--- config.mk ---
export PLATFORM = sky130hd
export DESIGN_NAME = id_ex_stage
export DESIGN_NICKNAME = d
export VERILOG_FILES = /design/src/rtl/id_ex_stage.sv
export SDC_FILE = /design/constraint.sdc
export NUM_CORES = 1
export LEC_CHECK = 0
export ABC_CLOCK_PERIOD_IN_PS = 6400
export BUFFER_PORTS_ARGS = -buffer_cell sky130_fd_sc_hd__buf_4
export CORE_AREA = 2 2 146 148
export DETAILED_ROUTE_END_ITERATION = 10
export DIE_AREA = 0 0 148 150
export PLACE_DENSITY = 0.7
export SKIP_CTS_REPAIR_TIMING = 1
export SLEW_MARGIN = 20
export SYNTH_ARGS = -nofsm -noshare
export SYNTH_HDL_FRONTEND = slang
export SYNTH_SLANG_ARGS = --single-unit
--- constraint.sdc ---
create_clock -name clk -period 6.4 [get_ports clk]
set_clock_uncertainty 0.1 [all_clocks]
set_input_delay 0.64 -clock clk [delete_from_list [all_inputs] [get_ports clk]]
set_output_delay 0.64 -clock clk [all_outputs]
set_load 0.05 [all_outputs]
--- src/rtl/id_ex_stage.sv ---
// ID/EX pipeline register: latches decoded operands and controls, forwards EX/MEM and MEM/WB results,
// selects immediate vs rs2, and inserts a one-cycle bubble on load-use. Define IDEX_PERF_CNT_EN for bubble_count.
module id_ex_stage #(
    parameter int WIDTH = 32
) (
    input  logic             clk,
    input  logic             reset_n,
    input  logic             id_valid,
    input  logic [WIDTH-1:0] id_pc,
    input  logic [WIDTH-1:0] id_rs1_data,
    input  logic [WIDTH-1:0] id_rs2_data,
    input  logic [WIDTH-1:0] id_imm,
    input  logic [4:0]       id_rs1,
    input  logic [4:0]       id_rs2,
    input  logic [4:0]       id_rd,
    input  logic [3:0]       id_func,
    input  logic [2:0]       id_alu_op,
    input  logic             id_alu_src,
    input  logic [3:0]       id_ctrl,
    input  logic             exm_reg_write,
    input  logic [4:0]       exm_rd,
    input  logic [WIDTH-1:0] exm_result,
    input  logic             mwb_reg_write,
    input  logic [4:0]       mwb_rd,
    input  logic [WIDTH-1:0] mwb_result,
    input  logic             flush,
    input  logic             mem_stall,
    output logic             id_stall,
    output logic             ex_valid,
    output logic [WIDTH-1:0] ex_pc,
    output logic [WIDTH-1:0] ex_dataA,
    output logic [WIDTH-1:0] ex_dataB,
    output logic [WIDTH-1:0] ex_store_data,
    output logic [3:0]       ex_func,
    output logic [2:0]       ex_alu_op,
    output logic [4:0]       ex_rd,
    output logic [3:0]       ex_ctrl
`ifdef IDEX_PERF_CNT_EN
    ,
    output logic [31:0]      bubble_count
`endif
);

    // ctrl layout is {branch, reg_write, mem_write, mem_read}
    localparam int CTRL_MEM_READ = 0;

    logic             valid_q,    valid_d;
    logic [WIDTH-1:0] pc_q,       pc_d;
    logic [WIDTH-1:0] rs1_data_q, rs1_data_d;
    logic [WIDTH-1:0] rs2_data_q, rs2_data_d;
    logic [WIDTH-1:0] imm_q,      imm_d;
    logic [4:0]       rs1_q,      rs1_d;
    logic [4:0]       rs2_q,      rs2_d;
    logic [4:0]       rd_q,       rd_d;
    logic [3:0]       func_q,     func_d;
    logic [2:0]       alu_op_q,   alu_op_d;
    logic             alu_src_q,  alu_src_d;
    logic [3:0]       ctrl_q,     ctrl_d;

    logic             hazard;
    logic             bubble_ins;
    logic [WIDTH-1:0] fwd_rs1;
    logic [WIDTH-1:0] fwd_rs2;

    function automatic logic [WIDTH-1:0] forward(
        input logic [4:0]       src,
        input logic [WIDTH-1:0] reg_val,
        input logic             exm_we,
        input logic [4:0]       exm_dst,
        input logic [WIDTH-1:0] exm_val,
        input logic             mwb_we,
        input logic [4:0]       mwb_dst,
        input logic [WIDTH-1:0] mwb_val
    );
        logic [WIDTH-1:0] res;
        res = reg_val;
        if (exm_we && exm_dst != 5'd0 && exm_dst == src)
            res = exm_val;
        else if (mwb_we && mwb_dst != 5'd0 && mwb_dst == src)
            res = mwb_val;
        return res;
    endfunction

    always_comb begin
        hazard = valid_q & ctrl_q[CTRL_MEM_READ] & (rd_q != 5'd0) & id_valid
               & ((id_rs1 == rd_q) | (id_rs2 == rd_q));
        id_stall   = mem_stall | hazard;
        // Only a genuine load-use bubble counts; stall and flush take priority.
        bubble_ins = hazard & ~mem_stall & ~flush;
    end

    always_comb begin
        valid_d    = valid_q;
        pc_d       = pc_q;
        rs1_data_d = rs1_data_q;
        rs2_data_d = rs2_data_q;
        imm_d      = imm_q;
        rs1_d      = rs1_q;
        rs2_d      = rs2_q;
        rd_d       = rd_q;
        func_d     = func_q;
        alu_op_d   = alu_op_q;
        alu_src_d  = alu_src_q;
        ctrl_d     = ctrl_q;
        if (mem_stall) begin
            valid_d = valid_q;
        end else if (flush || hazard) begin
            valid_d = 1'b0;
        end else begin
            valid_d    = id_valid;
            pc_d       = id_pc;
            rs1_data_d = id_rs1_data;
            rs2_data_d = id_rs2_data;
            imm_d      = id_imm;
            rs1_d      = id_rs1;
            rs2_d      = id_rs2;
            rd_d       = id_rd;
            func_d     = id_func;
            alu_op_d   = id_alu_op;
            alu_src_d  = id_alu_src;
            ctrl_d     = id_ctrl;
        end
    end

    always_ff @(posedge clk or negedge reset_n) begin
        if (!reset_n) begin
            valid_q    <= 1'b0;
            pc_q       <= '0;
            rs1_data_q <= '0;
            rs2_data_q <= '0;
            imm_q      <= '0;
            rs1_q      <= '0;
            rs2_q      <= '0;
            rd_q       <= '0;
            func_q     <= '0;
            alu_op_q   <= '0;
            alu_src_q  <= 1'b0;
            ctrl_q     <= '0;
        end else begin
            valid_q    <= valid_d;
            pc_q       <= pc_d;
            rs1_data_q <= rs1_data_d;
            rs2_data_q <= rs2_data_d;
            imm_q      <= imm_d;
            rs1_q      <= rs1_d;
            rs2_q      <= rs2_d;
            rd_q       <= rd_d;
            func_q     <= func_d;
            alu_op_q   <= alu_op_d;
            alu_src_q  <= alu_src_d;
            ctrl_q     <= ctrl_d;
        end
    end

    always_comb begin
        fwd_rs1 = forward(rs1_q, rs1_data_q, exm_reg_write, exm_rd, exm_result,
                          mwb_reg_write, mwb_rd, mwb_result);
        fwd_rs2 = forward(rs2_q, rs2_data_q, exm_reg_write, exm_rd, exm_result,
                          mwb_reg_write, mwb_rd, mwb_result);
        ex_valid      = valid_q;
        ex_pc         = pc_q;
        ex_dataA      = fwd_rs1;
        ex_dataB      = alu_src_q ? imm_q : fwd_rs2;
        ex_store_data = fwd_rs2;
        ex_func       = func_q;
        ex_alu_op     = alu_op_q;
        ex_rd         = rd_q;
        ex_ctrl       = ctrl_q & {4{valid_q}};
    end

`ifdef IDEX_PERF_CNT_EN
    logic [31:0] bubble_cnt_q, bubble_cnt_d;

    always_comb begin
        bubble_cnt_d = bubble_cnt_q;
        if (bubble_ins && bubble_cnt_q != 32'hFFFF_FFFF)
            bubble_cnt_d = bubble_cnt_q + 32'd1;
    end

    always_ff @(posedge clk or negedge reset_n) begin
        if (!reset_n)
            bubble_cnt_q <= '0;
        else
            bubble_cnt_q <= bubble_cnt_d;
    end

    assign bubble_count = bubble_cnt_q;
`else
    logic unused_bubble;
    assign unused_bubble = bubble_ins;
`endif

endmodule

# Word level (Yosys, flattened, before mapping)
# Index checks and enable logic that the tools add are counted.
totals:
  input_bits: 236
  word_cells: 44
  output_inout_bits: 146
  regBits: 156
op_classes:
  bitwise_logic: 9
  n_eq_ne: 6
  n_mux: 6
  n_reduce_logical: 11
ops:
  columns: ["operator", "n"]
  rows:
  - ["two-way mux 32 bit", 5]
  - ["equality test 5 bit", 6]
  - ["nonzero test 5 bit", 3]
  - ["logical AND 1 bit", 6]
  - ["bitwise AND 1 bit", 4]
  - ["bitwise AND 4 bit", 1]
  - ["NOT 1 bit", 2]
  - ["bitwise OR 1 bit", 2]
  - ["AND reduction 2 bit", 1]
  - ["logical OR 1 bit", 1]
  - ["two-way mux 1 bit", 1]

# Longest topological paths before layout
depth:
  ltp_word: 7
  depth_mapped: 8
  ltp_nobuf: 5

# Worst setup path after synthesis
# Ideal clock, no wire load.
synth_path:
  path_kind: "input to output"
  from: "input exm_rd[1]"
  to: "output ex_dataB[10]"
  slack_ps: 2584
  t_required_ps: 5660
  path_buffers: 2
  path_stages: 7
  arrival_time_ps: 3076
  path_cell_list: "or4_1 > o21ai_0 > or3_1 > clkbuf_1 > buf_2 > nor3_1 > a221oi_1"
synth_between:
  elab_chain_len: 5
  word_cells_on_any_way: 6
  classes_between: "eq/ne: 1; mux: 2; reduce/logical: 3"
synth_rtl:
  columns: ["element", "line_no", "text"]
  rows:
  - ["start: declaration", "21", "input logic [4:0] exm_rd,"]
  - ["nonzero test 5 bit", "77", "if (exm_we && exm_dst != 5'd0 && exm_dst == src)"]
  - ["logical AND 1 bit", "77", null]
  - ["logical AND 1 bit (*)", "77", null]
  - ["two-way mux 32 bit (*)", "77", null]
  - ["two-way mux 32 bit (*)", "163", "ex_dataB = alu_src_q ? imm_q : fwd_rs2;"]
  - ["end: declaration", "32", "output logic [WIDTH-1:0] ex_dataB,"]
# Mark *: on every way between the ends. The rest lies on a longest branch, timed or not.

# Worst setup path after layout
layout_path:
  from: "input exm_rd[1]"
  to: "output ex_dataB[5]"
# Same word-level chain as after synthesis.

==> reports/metrics.yaml <==
run_status:
  outcome: "finished clean"
timing:
  final.setup.tns_ns: 0
  hold_viol: 0
  max_slew_margin: 0.393
  worst-slew-pin-transition_ns: 0.911
  final.period_utilization: 0.647
  final.hold.worst_slack_ns: 0.210
  setup_violations: 0
  max_freq_mhz: 241
  rsz0062_at_grt: "false"
  maxSlewViolCount: 0
  timing.final.crit_period_ns: 4.14
routing:
  drt-pass1-iter-count: 5
  vias: 6954
  viasPerCell: 5.11
  first_iter_violations: 327
  wirelength_mm: 25.8
  antenna_violating_nets_post_route: 0
  detail_route.wl_per_cell_um: 19.0
  route.detailed.drc: 0
critical_path:
  worst_setup_path_endpoint: "ex_dataB[5]"
  worstSetupPathType: "input pin to primary output"
  critical_register_to_register_path_endpoint: "imm_q[22]"
  ff2ff_setup_slack_ns: 3.55
  r2r-start: "ex_rd[0]"
  cp.arrival_ns: 3.40
  critical_path_required_ns: 5.66
  cp-start-kind: "input pin"
  cp-startpoint: "exm_rd[1]"
  cp_max_fo: 33
  worst_setup_end_kind: "primary output"
  rr_worst_depth: 5
synth:
  ys_top_cells_by_area: "dfrtp_1 (48%), mux2_2 (21%), mux2i_1 (7.8%)"
  largest_family_of_logic_cells_by_synthesized_area: "multiplexers"
  ys_warn_count: 0
  syn_inst: 713
  synth_ff_type: "dfrtp_1"
  yosys.area_share.simple: 0.0689
  synthMuxAreaShare: 0.291
  synthAdderAreaFrac: 0
  fraction_of_registers_with_async_set_reset: 1.00
  synth-compound-area-share: 0.0790
  syn_nets: 949
  yosys_register_bits: 156
  xor_xnor_share_of_the_synthesized_area: 0.0320
  netlist-cell-type-count: 31
  ys_seq_area_frac: 0.476
  netlist.top_cell.by_area: "dfrtp_1"
  avgSynthCellArea_sq_um: 11.5
  number_of_enable_flip_flop_cells_after_synthesis: 0
  synth_top_area_frac: 0.476
  synth.cell_area_sq_um: 8210
clocking:
  cts_tree: "built"
  htreeDepth: 4
  cts-buffers-inserted: 17
  cts.root.buffer_cell: "clkbuf_16"
  clock_sink_count: 156
  clk_latency_ns: 0.42
  cts_max_path_buffers: 2
  clock_pin_slew_of_the_registers_on_the_worst_case_setup_and_hold_paths_ns: 0.07
pwr:
  total_leakage_power_nw: 5.36
  power-per-cell-area_nw_per_um2: 313
  design_power_total_mw: 3.70
  vdd_ir_drop_max_v: 0.000195
grt:
  first_pass_grt_wire_length_mm: 38.8
  pin_count_of_the_biggest_net_entering_global_routing: 133
  grt_antenna_before_repair: 0
  groute.usage.overall: 0.227
  first_global_vias: 7194
  gr-total-overflow: 0
run:
  cap_viol_max_count: 0
placed_design:
  placement.io_buffers: 381
  placed_cell_area_sq_um: 11200
  place_congestion: 0.876
  place_hpwl_mm: 19.3
final_layout:
  fillerInstances: 1853
  areaGrowthSynthToFinish_pct: 43.8
  final_design_area_no_fill_sq_um: 11800
  final_layout_size_suffix_gt1_frac: 0.540
  utilization: 0.570
  antenna_cells_inserted: 0
  nNetsFinal: 1308
floorplanning:
  rows: 53
  die_width_um: 148
  design.core.area_sq_um: 20700
  design.portCount: 382
  initial_utilization: 0.397
  dieHeight_um: 150
  die_area_sq_um: 22200
min_path:
  min_path_type: "input pin to async pin"
[worst min path at each step]
stage	slack (ns)	end	cells past startpoint	startpoint
final	0.21	rs1_data_q[19]	1	reset_n
after global routing	0.28	rs1_data_q[19]	1	reset_n
after CTS	0.24	rs1_data_q[19]	1	reset_n
after detailed placement	0.39	ctrl_q[2]	1	ctrl_q[2]
after global placement	0.39	ctrl_q[3]	1	ctrl_q[3]
after floorplan	0.24	alu_src_q	0	reset_n
[per-layer routing]
| metal | vias to the layer above | global-route usage | part of all wire |
|---|---|---|---|
| met1 | 3329 | 0.261 | 0.38 |
| met5 | - | 0 | 0 |
| met4 | 0 | 0.0886 | 0.027 |
| met3 | 50 | 0.0729 | 0.088 |
| li1 | 3270 | - | - |
| met2 | 305 | 0.394 | 0.50 |
[Yosys cell counts (2+ instances only)]
| cell | count |
|---|---|
| inv_1 | 32 |
| buf_2 | 11 |
| a21oi_1 | 64 |
| clkbuf_1 | 16 |
| xor2_1 | 7 |
| mux2_2 | 155 |
| mux2i_1 | 64 |
| buf_1 | 5 |
| nor3_1 | 32 |
| nand2_1 | 5 |
| and2_1 | 4 |
| nor2_1 | 64 |
| nor4_2 | 2 |
| buf_6 | 10 |
| or4_1 | 5 |
| buf_4 | 10 |
| a221oi_1 | 32 |
| nand3_1 | 5 |
| dfrtp_1 | 156 |
| xnor2_1 | 23 |
[report_power, final]
part,total [mW],switching [mW],leakage (nW),internal (mW)
clock network,0.997,0.445,0.286,0.551
registers,1.22,0.0903,1.83,1.13
logic,1.48,0.940,3.24,0.537
total,3.70,1.48,5.36,2.22
[final cells by class]
| type | instances | area, sq um | share of cell area |
|---|---|---|---|
| sequential | 156 | 3910 | 0.331 |
| clock inverter | 15 | 151 | 0.0128 |
| timing repair buffer | 392 | 2960 | 0.251 |
| inverter | 32 | 120 | 0.0102 |
| multi-input combinational | 473 | 3900 | 0.330 |
| tap | 275 | 344 | 0.0292 |
| clock buffer | 17 | 425 | 0.0360 |
[layout by cell type, fill, tap and decap left out, types with 2 or more instances in the layout]
cell / instances
buf_4: 390
mux2_2: 155
dfrtp_1: 155
mux2i_1: 64
nor2_1: 64
a21oi_1: 64
inv_1: 32
nor3_1: 32
a221oi_1: 32
xnor2_1: 23
clkbuf_16: 17
xor2_1: 7
inv_6: 7
nand2_1: 5
nand3_1: 5
and2_1: 4
or4_1: 3
inv_8: 3
or4_2: 2
nor4_4: 2
clkinv_2: 2
[sequential cells by signal, summed over array words and instances (netlist names)]
| signal | cells |
|---|---|
| alu_src_q | 1 |
| ctrl_q | 4 |
| ex_alu_op | 3 |
| ex_func | 4 |
| ex_pc | 32 |
| ex_rd | 5 |
| ex_valid | 1 |
| imm_q | 32 |
| rs1_data_q | 32 |
| rs1_q | 5 |
| rs2_data_q | 32 |
| rs2_q | 5 |
[cells by family after synthesis]
family | after synthesis
mux | 219
simple gates | 122
flops | 156
buf+inv | 84
xor+xnor | 30
compound gates | 102
[critical path, stage by stage]
cell and delay [ns]:
buf_4 0.12, or4_1 0.50, o21ai_0 0.26, or3_1 0.16
buf_4 0.40, nor2b_4 0.81, a221oi_1 0.20, buf_4 0.26
[per-stage QoR]
| stage | setup WS [ns] | instances |
|---|---|---|
| floorplan | 2.58 | 713 |
| global placement | 2.40 | 1328 |
| detailed placement | 2.19 | 1328 |
| CTS | 2.19 | 1360 |
| global route | 2.03 | 1360 |
| finish | 2.26 | 1360 |
(Power assumes the default switching activity.)
